## src/rtl/l2_pkg.sv

```systemverilog
// Shared definitions for the L2 request path: channel encodings, field widths,
// the request header carried through the queue and a saturating-increment helper.
package l2_pkg;

  localparam logic [1:0] CHANNEL_A = 2'b00;
  localparam logic [1:0] CHANNEL_C = 2'b01;

  localparam int OP_W = 3;

  // Width-independent part of a queued request; address/source widths are
  // module parameters, so the top level wraps this into the full entry.
  typedef struct packed {
    logic            channel;    // 0 = A, 1 = C
    logic [1:0]      master_id;
    logic [OP_W-1:0] opcode;
    logic [OP_W-1:0] param;
  } req_hdr_t;

  function automatic logic [15:0] sat_inc16(input logic [15:0] v, input logic en);
    return (en && (v != 16'hFFFF)) ? v + 16'd1 : v;
  endfunction

endpackage

```

## src/rtl/l2_sync_fifo.sv

```systemverilog
// Generic synchronous FIFO: DEPTH x WIDTH storage with wrapping pointers and an
// explicit occupancy count. Caller must never push when full or pop when empty.
module l2_sync_fifo #(
  parameter int DEPTH = 4,
  parameter int WIDTH = 8
) (
  input  logic                       clk,
  input  logic                       rst_n,
  input  logic                       push_i,
  input  logic [WIDTH-1:0]           wdata_i,
  input  logic                       pop_i,
  output logic [WIDTH-1:0]           rdata_o,
  output logic [$clog2(DEPTH+1)-1:0] count_o
);

  localparam int PTR_W = $clog2(DEPTH);
  localparam int CNT_W = $clog2(DEPTH+1);

  logic [WIDTH-1:0] mem_q [DEPTH];
  logic [PTR_W-1:0] wr_ptr_q, wr_ptr_d;
  logic [PTR_W-1:0] rd_ptr_q, rd_ptr_d;
  logic [CNT_W-1:0] count_q, count_d;

  always_comb begin
    wr_ptr_d = wr_ptr_q;
    rd_ptr_d = rd_ptr_q;
    count_d  = count_q;
    // DEPTH is a power of two, so pointer overflow is the modulo wrap.
    if (push_i) wr_ptr_d = wr_ptr_q + PTR_W'(1);
    if (pop_i)  rd_ptr_d = rd_ptr_q + PTR_W'(1);
    if (push_i && !pop_i)      count_d = count_q + CNT_W'(1);
    else if (pop_i && !push_i) count_d = count_q - CNT_W'(1);
  end

  always_ff @(posedge clk or negedge rst_n) begin
    if (!rst_n) begin
      wr_ptr_q <= '0;
      rd_ptr_q <= '0;
      count_q  <= '0;
    end else begin
      wr_ptr_q <= wr_ptr_d;
      rd_ptr_q <= rd_ptr_d;
      count_q  <= count_d;
    end
  end

  always_ff @(posedge clk) begin
    if (push_i) mem_q[wr_ptr_q] <= wdata_i;
  end

  assign rdata_o = mem_q[rd_ptr_q];
  assign count_o = count_q;

endmodule

```

## src/rtl/l2_request_queue.sv

```systemverilog
// In-order request queue behind the L2 arbiter with one slot held back for Channel C.
// Optional enqueue/stall counters are built when L2_REQ_QUEUE_STATS_EN is defined.
module l2_request_queue
  import l2_pkg::*;
#(
  parameter int DEPTH  = 4,
  parameter int ADDR_W = 32,
  parameter int SRC_W  = 4
) (
  input  logic                       clk,
  input  logic                       rst_n,
  // Arbiter side: a grant moves on the edge where arb_valid_i && arb_ready_o.
  input  logic                       arb_valid_i,
  input  logic [1:0]                 arb_channel_i,
  input  logic [1:0]                 arb_master_id_i,
  output logic                       arb_ready_o,
  input  logic [4*OP_W-1:0]          a_opcode_i,
  input  logic [4*OP_W-1:0]          a_param_i,
  input  logic [4*ADDR_W-1:0]        a_address_i,
  input  logic [4*SRC_W-1:0]         a_source_i,
  input  logic [4*OP_W-1:0]          c_opcode_i,
  input  logic [4*OP_W-1:0]          c_param_i,
  input  logic [4*ADDR_W-1:0]        c_address_i,
  input  logic [4*SRC_W-1:0]         c_source_i,
  // Pipeline side: head moves on the edge where req_valid_o && req_ready_i.
  output logic                       req_valid_o,
  input  logic                       req_ready_i,
  output logic                       req_channel_o,
  output logic [1:0]                 req_master_id_o,
  output logic [OP_W-1:0]            req_opcode_o,
  output logic [OP_W-1:0]            req_param_o,
  output logic [ADDR_W-1:0]          req_address_o,
  output logic [SRC_W-1:0]           req_source_o,
`ifdef L2_REQ_QUEUE_STATS_EN
  output logic [15:0]                stat_a_enq_o,
  output logic [15:0]                stat_c_enq_o,
  output logic [15:0]                stat_stall_o,
`endif
  output logic [$clog2(DEPTH+1)-1:0] count_o
);

  localparam int CNT_W = $clog2(DEPTH+1);
  localparam logic [CNT_W-1:0] DEPTH_C    = CNT_W'(DEPTH);
  localparam logic [CNT_W-1:0] DEPTH_M1_C = CNT_W'(DEPTH-1);

  typedef struct packed {
    req_hdr_t          hdr;
    logic [ADDR_W-1:0] address;
    logic [SRC_W-1:0]  source;
  } req_entry_t;

  localparam int ENTRY_W = $bits(req_entry_t);

  req_entry_t       wr_entry;
  req_entry_t       head;
  logic [ENTRY_W-1:0] rd_data;
  logic [CNT_W-1:0] count;
  logic             enq;
  logic             deq;
  logic             arb_ready;
  int unsigned      sel;

  always_comb begin
    sel      = 32'(arb_master_id_i);
    wr_entry = '0;
    wr_entry.hdr.channel   = (arb_channel_i == CHANNEL_C);
    wr_entry.hdr.master_id = arb_master_id_i;
    if (arb_channel_i == CHANNEL_C) begin
      wr_entry.hdr.opcode = c_opcode_i[sel*OP_W +: OP_W];
      wr_entry.hdr.param  = c_param_i[sel*OP_W +: OP_W];
      wr_entry.address    = c_address_i[sel*ADDR_W +: ADDR_W];
      wr_entry.source     = c_source_i[sel*SRC_W +: SRC_W];
    end else begin
      wr_entry.hdr.opcode = a_opcode_i[sel*OP_W +: OP_W];
      wr_entry.hdr.param  = a_param_i[sel*OP_W +: OP_W];
      wr_entry.address    = a_address_i[sel*ADDR_W +: ADDR_W];
      wr_entry.source     = a_source_i[sel*SRC_W +: SRC_W];
    end
  end

  // A stops one short of full so a Release can always land behind a backlog of Acquires.
  always_comb begin
    arb_ready = 1'b0;
    case (arb_channel_i)
      CHANNEL_A: arb_ready = (count < DEPTH_M1_C);
      CHANNEL_C: arb_ready = (count < DEPTH_C);
      default:   arb_ready = 1'b0;
    endcase
  end

  assign enq = arb_valid_i && arb_ready;
  assign deq = req_valid_o && req_ready_i;

  l2_sync_fifo #(
    .DEPTH (DEPTH),
    .WIDTH (ENTRY_W)
  ) u_fifo (
    .clk     (clk),
    .rst_n   (rst_n),
    .push_i  (enq),
    .wdata_i (wr_entry),
    .pop_i   (deq),
    .rdata_o (rd_data),
    .count_o (count)
  );

  assign head            = req_entry_t'(rd_data);
  assign arb_ready_o     = arb_ready;
  assign req_valid_o     = (count != '0);
  assign req_channel_o   = head.hdr.channel;
  assign req_master_id_o = head.hdr.master_id;
  assign req_opcode_o    = head.hdr.opcode;
  assign req_param_o     = head.hdr.param;
  assign req_address_o   = head.address;
  assign req_source_o    = head.source;
  assign count_o         = count;

`ifdef L2_REQ_QUEUE_STATS_EN
  logic [15:0] stat_a_q, stat_a_d;
  logic [15:0] stat_c_q, stat_c_d;
  logic [15:0] stat_stall_q, stat_stall_d;

  always_comb begin
    stat_a_d     = sat_inc16(stat_a_q, enq && (arb_channel_i == CHANNEL_A));
    stat_c_d     = sat_inc16(stat_c_q, enq && (arb_channel_i == CHANNEL_C));
    stat_stall_d = sat_inc16(stat_stall_q, arb_valid_i && !arb_ready);
  end

  always_ff @(posedge clk or negedge rst_n) begin
    if (!rst_n) begin
      stat_a_q     <= '0;
      stat_c_q     <= '0;
      stat_stall_q <= '0;
    end else begin
      stat_a_q     <= stat_a_d;
      stat_c_q     <= stat_c_d;
      stat_stall_q <= stat_stall_d;
    end
  end

  assign stat_a_enq_o = stat_a_q;
  assign stat_c_enq_o = stat_c_q;
  assign stat_stall_o = stat_stall_q;
`endif

endmodule

```

## config.mk

```make
export PLATFORM = sky130hd
export DESIGN_NAME = l2_request_queue
export DESIGN_NICKNAME = d
export VERILOG_FILES = /design/src/rtl/l2_pkg.sv /design/src/rtl/l2_sync_fifo.sv /design/src/rtl/l2_request_queue.sv
export SDC_FILE = /design/constraint.sdc
export NUM_CORES = 1
export LEC_CHECK = 0
export BUFFER_PORTS_ARGS = -buffer_cell sky130_fd_sc_hd__buf_2
export CORE_MARGIN = 2
export CORE_UTILIZATION = 40
export CTS_BUF_LIST = sky130_fd_sc_hd__clkbuf_8
export CTS_CLUSTER_DIAMETER = 30
export CTS_CLUSTER_SIZE = 40
export DETAILED_ROUTE_END_ITERATION = 12
export PLACE_DENSITY = 0.71
export SETUP_SLACK_MARGIN = 0.02
export SLEW_MARGIN = 5
export SYNTH_ARGS = -nofsm -noshare
export SYNTH_HDL_FRONTEND = slang
export SYNTH_SLANG_ARGS = --single-unit
```

## constraint.sdc

```tcl
create_clock -name clk -period 2.14 [get_ports clk]
set_input_delay 0.535 -clock clk [delete_from_list [all_inputs] [get_ports clk]]
set_output_delay 0.535 -clock clk [all_outputs]
set_load 0.03 [all_outputs]
```

==> results_dict.tcl <==
set metrics [dict create \
    gp_congestion 0.8511 \
    timing.fmax_mhz 414.0 \
    nets 1186 \
    place_inst 1132 \
    drive_gt1_share_pct 70.44 \
    worst_slack_ns -0.2752 \
    p_clk_share_pct 17.8 \
    rsz0062_at_grt "true" \
    finClkSkew_ns 0.01264 \
    required_ns 1.60 \
    ys_ff_latch 187 \
    startpoint_type "flop" \
    p_comb_share_pct 44.6 \
    vias 6128 \
    drcViolationCount 0 \
    dieArea_um2 25360 \
    rows 56 \
    startpoint "u_fifo.rd_ptr_q[0]" \
    worst_setup_path_end_kind "output pin" \
    leakage_nw 5.111 \
    r2r-start "u_fifo.count_o[2]" \
    reg2regPathDepth 9 \
    cts_sinks 187 \
    r2r_setup_slack_ns 0.13 \
    avgSynthCellArea_um2 22.84 \
    cp.arrival_ns 1.88 \
    drtIter0Drc 297 \
    grt_usage_pct 19.07 \
    finalSetupViolations 45 \
    drv_cap 0 \
    holdWs_ns 0.3503 \
    synthesis.nets 772 \
    internal_power_mw 7.920 \
    path_max_fanout 11 \
    grt_pass1_wl_mm 36.41 \
    die_h_um 159.2 \
    cts.root.buffer_cell "clkbuf_8" \
    avgViaCountPerCell 5.247 \
    seqPwrFrac_pct 37.7 \
    slew_headroom_pct 75.74 \
    synth_top_area_share_pct 56.07 \
    ys_seq_area_share_pct 57.89 \
    wl_mm 24.09 \
    drt_first_pass_iters 4 \
    failed_checks "negative setup slack" \
    syn2layout_area_growth_pct 33.49 \
    htreeDepth 4 \
    start_util_pct 40.94 \
    grt_max_degree 47 \
    yosysWarnings 0 \
    run_status "finished with violations" \
    detailed_place_hpwl_mm 18.09 \
    wl_per_cell_um 20.63 \
    fillers 1898 \
    syn_inst 422 \
    hold_viol 0 \
    cts_tree "yes" \
    pin_count 394 \
    fin_setup_tns_ns -11.10 \
    ant_nets 0 \
    core_area_um2 23540 \
    finalMaxSlewViolations 0 \
    diodes 0 \
    netlist_area_um2 9639 \
    synthTopCellsByArea "edfxtp_1, mux4_2, mux4_1" \
    final_util_pct 54.66 \
    clk_pin_slew_ns 0.09 \
    clk_latency_ns 0.45 \
    numPortBuffers 393 \
    grt_pass1_vias 6841 \
    path_class "flop to output pin" \
    cts_buffer_depth 2 \
    setup.worst_path.end "req_address_o[9]" \
    power_density_nw_per_um2 944.1 \
    p_sw_mw 4.228 \
    vdd_drop_max_uv 410.6 \
    dieWidth_um 159.2 \
    worstMarginPinSlew_ns 0.3639 \
    antenna_found_initial 2 \
    postLayoutCellArea_um2 12870 \
    finalNonFillerCells 1168 \
    r2r_end "u_fifo.count_o[2]" \
    placed_cell_area_um2 12210 \
    p_sw_share_pct 34.80 \
    overflow 0 \
    fin_crit_ns 2.415 \
    period_share_pct 112.9 \
    hp-class "input pin to flop" \
    synth.distinct_cells 24 \
    yosys.area.top_type "edfxtp_1" \
    numCtsBuffers 17 \
]
## cell families after synthesis
logic type	synth area share, %
and+or+nand+nor	0.6749
xor gates and xnor gates	0.5452
muxes	37.07
adders and majority gates	0.8567
AOI/OAI and AO/OA	0.1818
DFF	57.89
buffers and inverters	2.778
## placed cells by master (no fill, tap or decap)
| cell | Yosys | final |
|---|---|---|
| dfrtp_2 | 0 | 4 |
| xor2_1 | 2 | 2 |
| clkinv_2 | 0 | 1 |
| and2_2 | 0 | 4 |
| clkinv_8 | 0 | 1 |
| inv_8 | 0 | 3 |
| nand2b_4 | 1 | 1 |
| buf_4 | 0 | 17 |
| dfrtp_4 | 0 | 1 |
| buf_12 | 7 | 18 |
| inv_2 | 1 | 1 |
| o21a_1 | 1 | 1 |
| mux2_2 | 44 | 44 |
| mux4_2 | 83 | 83 |
| nand2_2 | 0 | 1 |
| o211a_1 | 1 | 1 |
| edfxtp_1 | 180 | 180 |
| clkbuf_8 | 0 | 17 |
| nand2_1 | 2 | 1 |
| clkinv_4 | 0 | 5 |
| inv_6 | 0 | 3 |
| ha_2 | 0 | 1 |
| or3_4 | 0 | 1 |
| clkinv_1 | 0 | 2 |
| dlygate4sd3_1 | 0 | 1 |
| buf_6 | 1 | 37 |
| buf_2 | 6 | 355 |
| dfrtp_1 | 7 | 2 |
| inv_1 | 3 | 3 |
| xnor2_1 | 4 | 4 |
| mux4_1 | 46 | 46 |
| nand3_1 | 1 | 1 |
| nor2_1 | 2 | 2 |
| ha_1 | 5 | 4 |
| fa_1 | 1 | 1 |
## state kept, by name, indices dropped and copies added, names as in the netlist
name,cells
u_fifo.mem_q,180
u_fifo.count_o,3
u_fifo.rd_ptr_q,2
u_fifo.wr_ptr_q,2
## stage by stage
stage | setup WS [ns] | total power, mW
2_1_floorplan | 0.02057 | 7.826
3_3_place_gp | -0.1195 | 9.407
3_5_place_dp | -0.1414 | 9.452
4_1_cts | -0.3928 | 12.45
5_1_grt | -0.3753 | 12.74
6_report | -0.2752 | 12.15
## final cells by class
| cell class | instances | area (um2) | share of cell area (%) |
|---|---|---|---|
| Timing Repair Buffer | 428 | 2691 | 20.92 |
| Tap cell | 319 | 399.1 | 3.102 |
| Sequential cell | 187 | 5589 | 43.44 |
| Inverter | 4 | 15.01 | 0.1167 |
| Clock buffer | 17 | 234.0 | 1.818 |
| Clock inverter | 15 | 132.6 | 1.031 |
| Multi-Input combinational cell | 198 | 3806 | 29.58 |
## cells in the mapped netlist
master      n
o211a_1     1
and2_1      4
buf_12      7
ha_1        5
mux4_2     83
inv_1       3
mux2_2     44
buf_2       6
buf_6       1
nand3_1     1
edfxtp_1  180
inv_2       1
mux4_1     46
xor2_1      2
nand2b_4    1
xnor2_1     4
clkbuf_1   12
or3_1       1
nand2_1     2
buf_1       7
o21a_1      1
nor2_1      2
dfrtp_1     7
fa_1        1
## worst max-delay path: stages (launching register included)
cell	delay [ns]
dfrtp_4	0.54
buf_12	0.19
mux4_2	0.54
buf_6	0.16
## how the worst min path moves through the flow
stage,depth (start not counted),to,startpoint
3_3_place_gp,1,u_fifo.count_o[2],rst_n
4_1_cts,3,u_fifo.rd_ptr_q[1],req_ready_i
3_5_place_dp,1,u_fifo.count_o[2],rst_n
5_1_grt,3,u_fifo.rd_ptr_q[0],req_ready_i
2_1_floorplan,0,u_fifo.count_o[0],rst_n
6_report,3,u_fifo.rd_ptr_q[0],req_ready_i
## power groups by stage
stage	logic (mW)	registers, mW	clock network [mW]
CTS	5.64	4.58	2.24
floorplan	3.16	4.67	0
detailed placement	4.79	4.66	0
global placement	4.75	4.65	0
finish	5.41	4.58	2.16
global route	5.74	4.61	2.39
## layer usage
metal / wire length (um) / track usage (%)
met2: 13140 / 35.55
met1: 8840 / 21.15
met5: 27 / 0
met3: 1467 / 4.402
met4: 616 / 7.231
## timing repair
item,CTS,global route
resized for setup,75,3
buffers inserted,3,0
endpoints found under the hold margin,7,0
cloned,2,0
hold buffers,1,0
setup endpoints to repair,45,46
(Power assumes the default switching activity.)
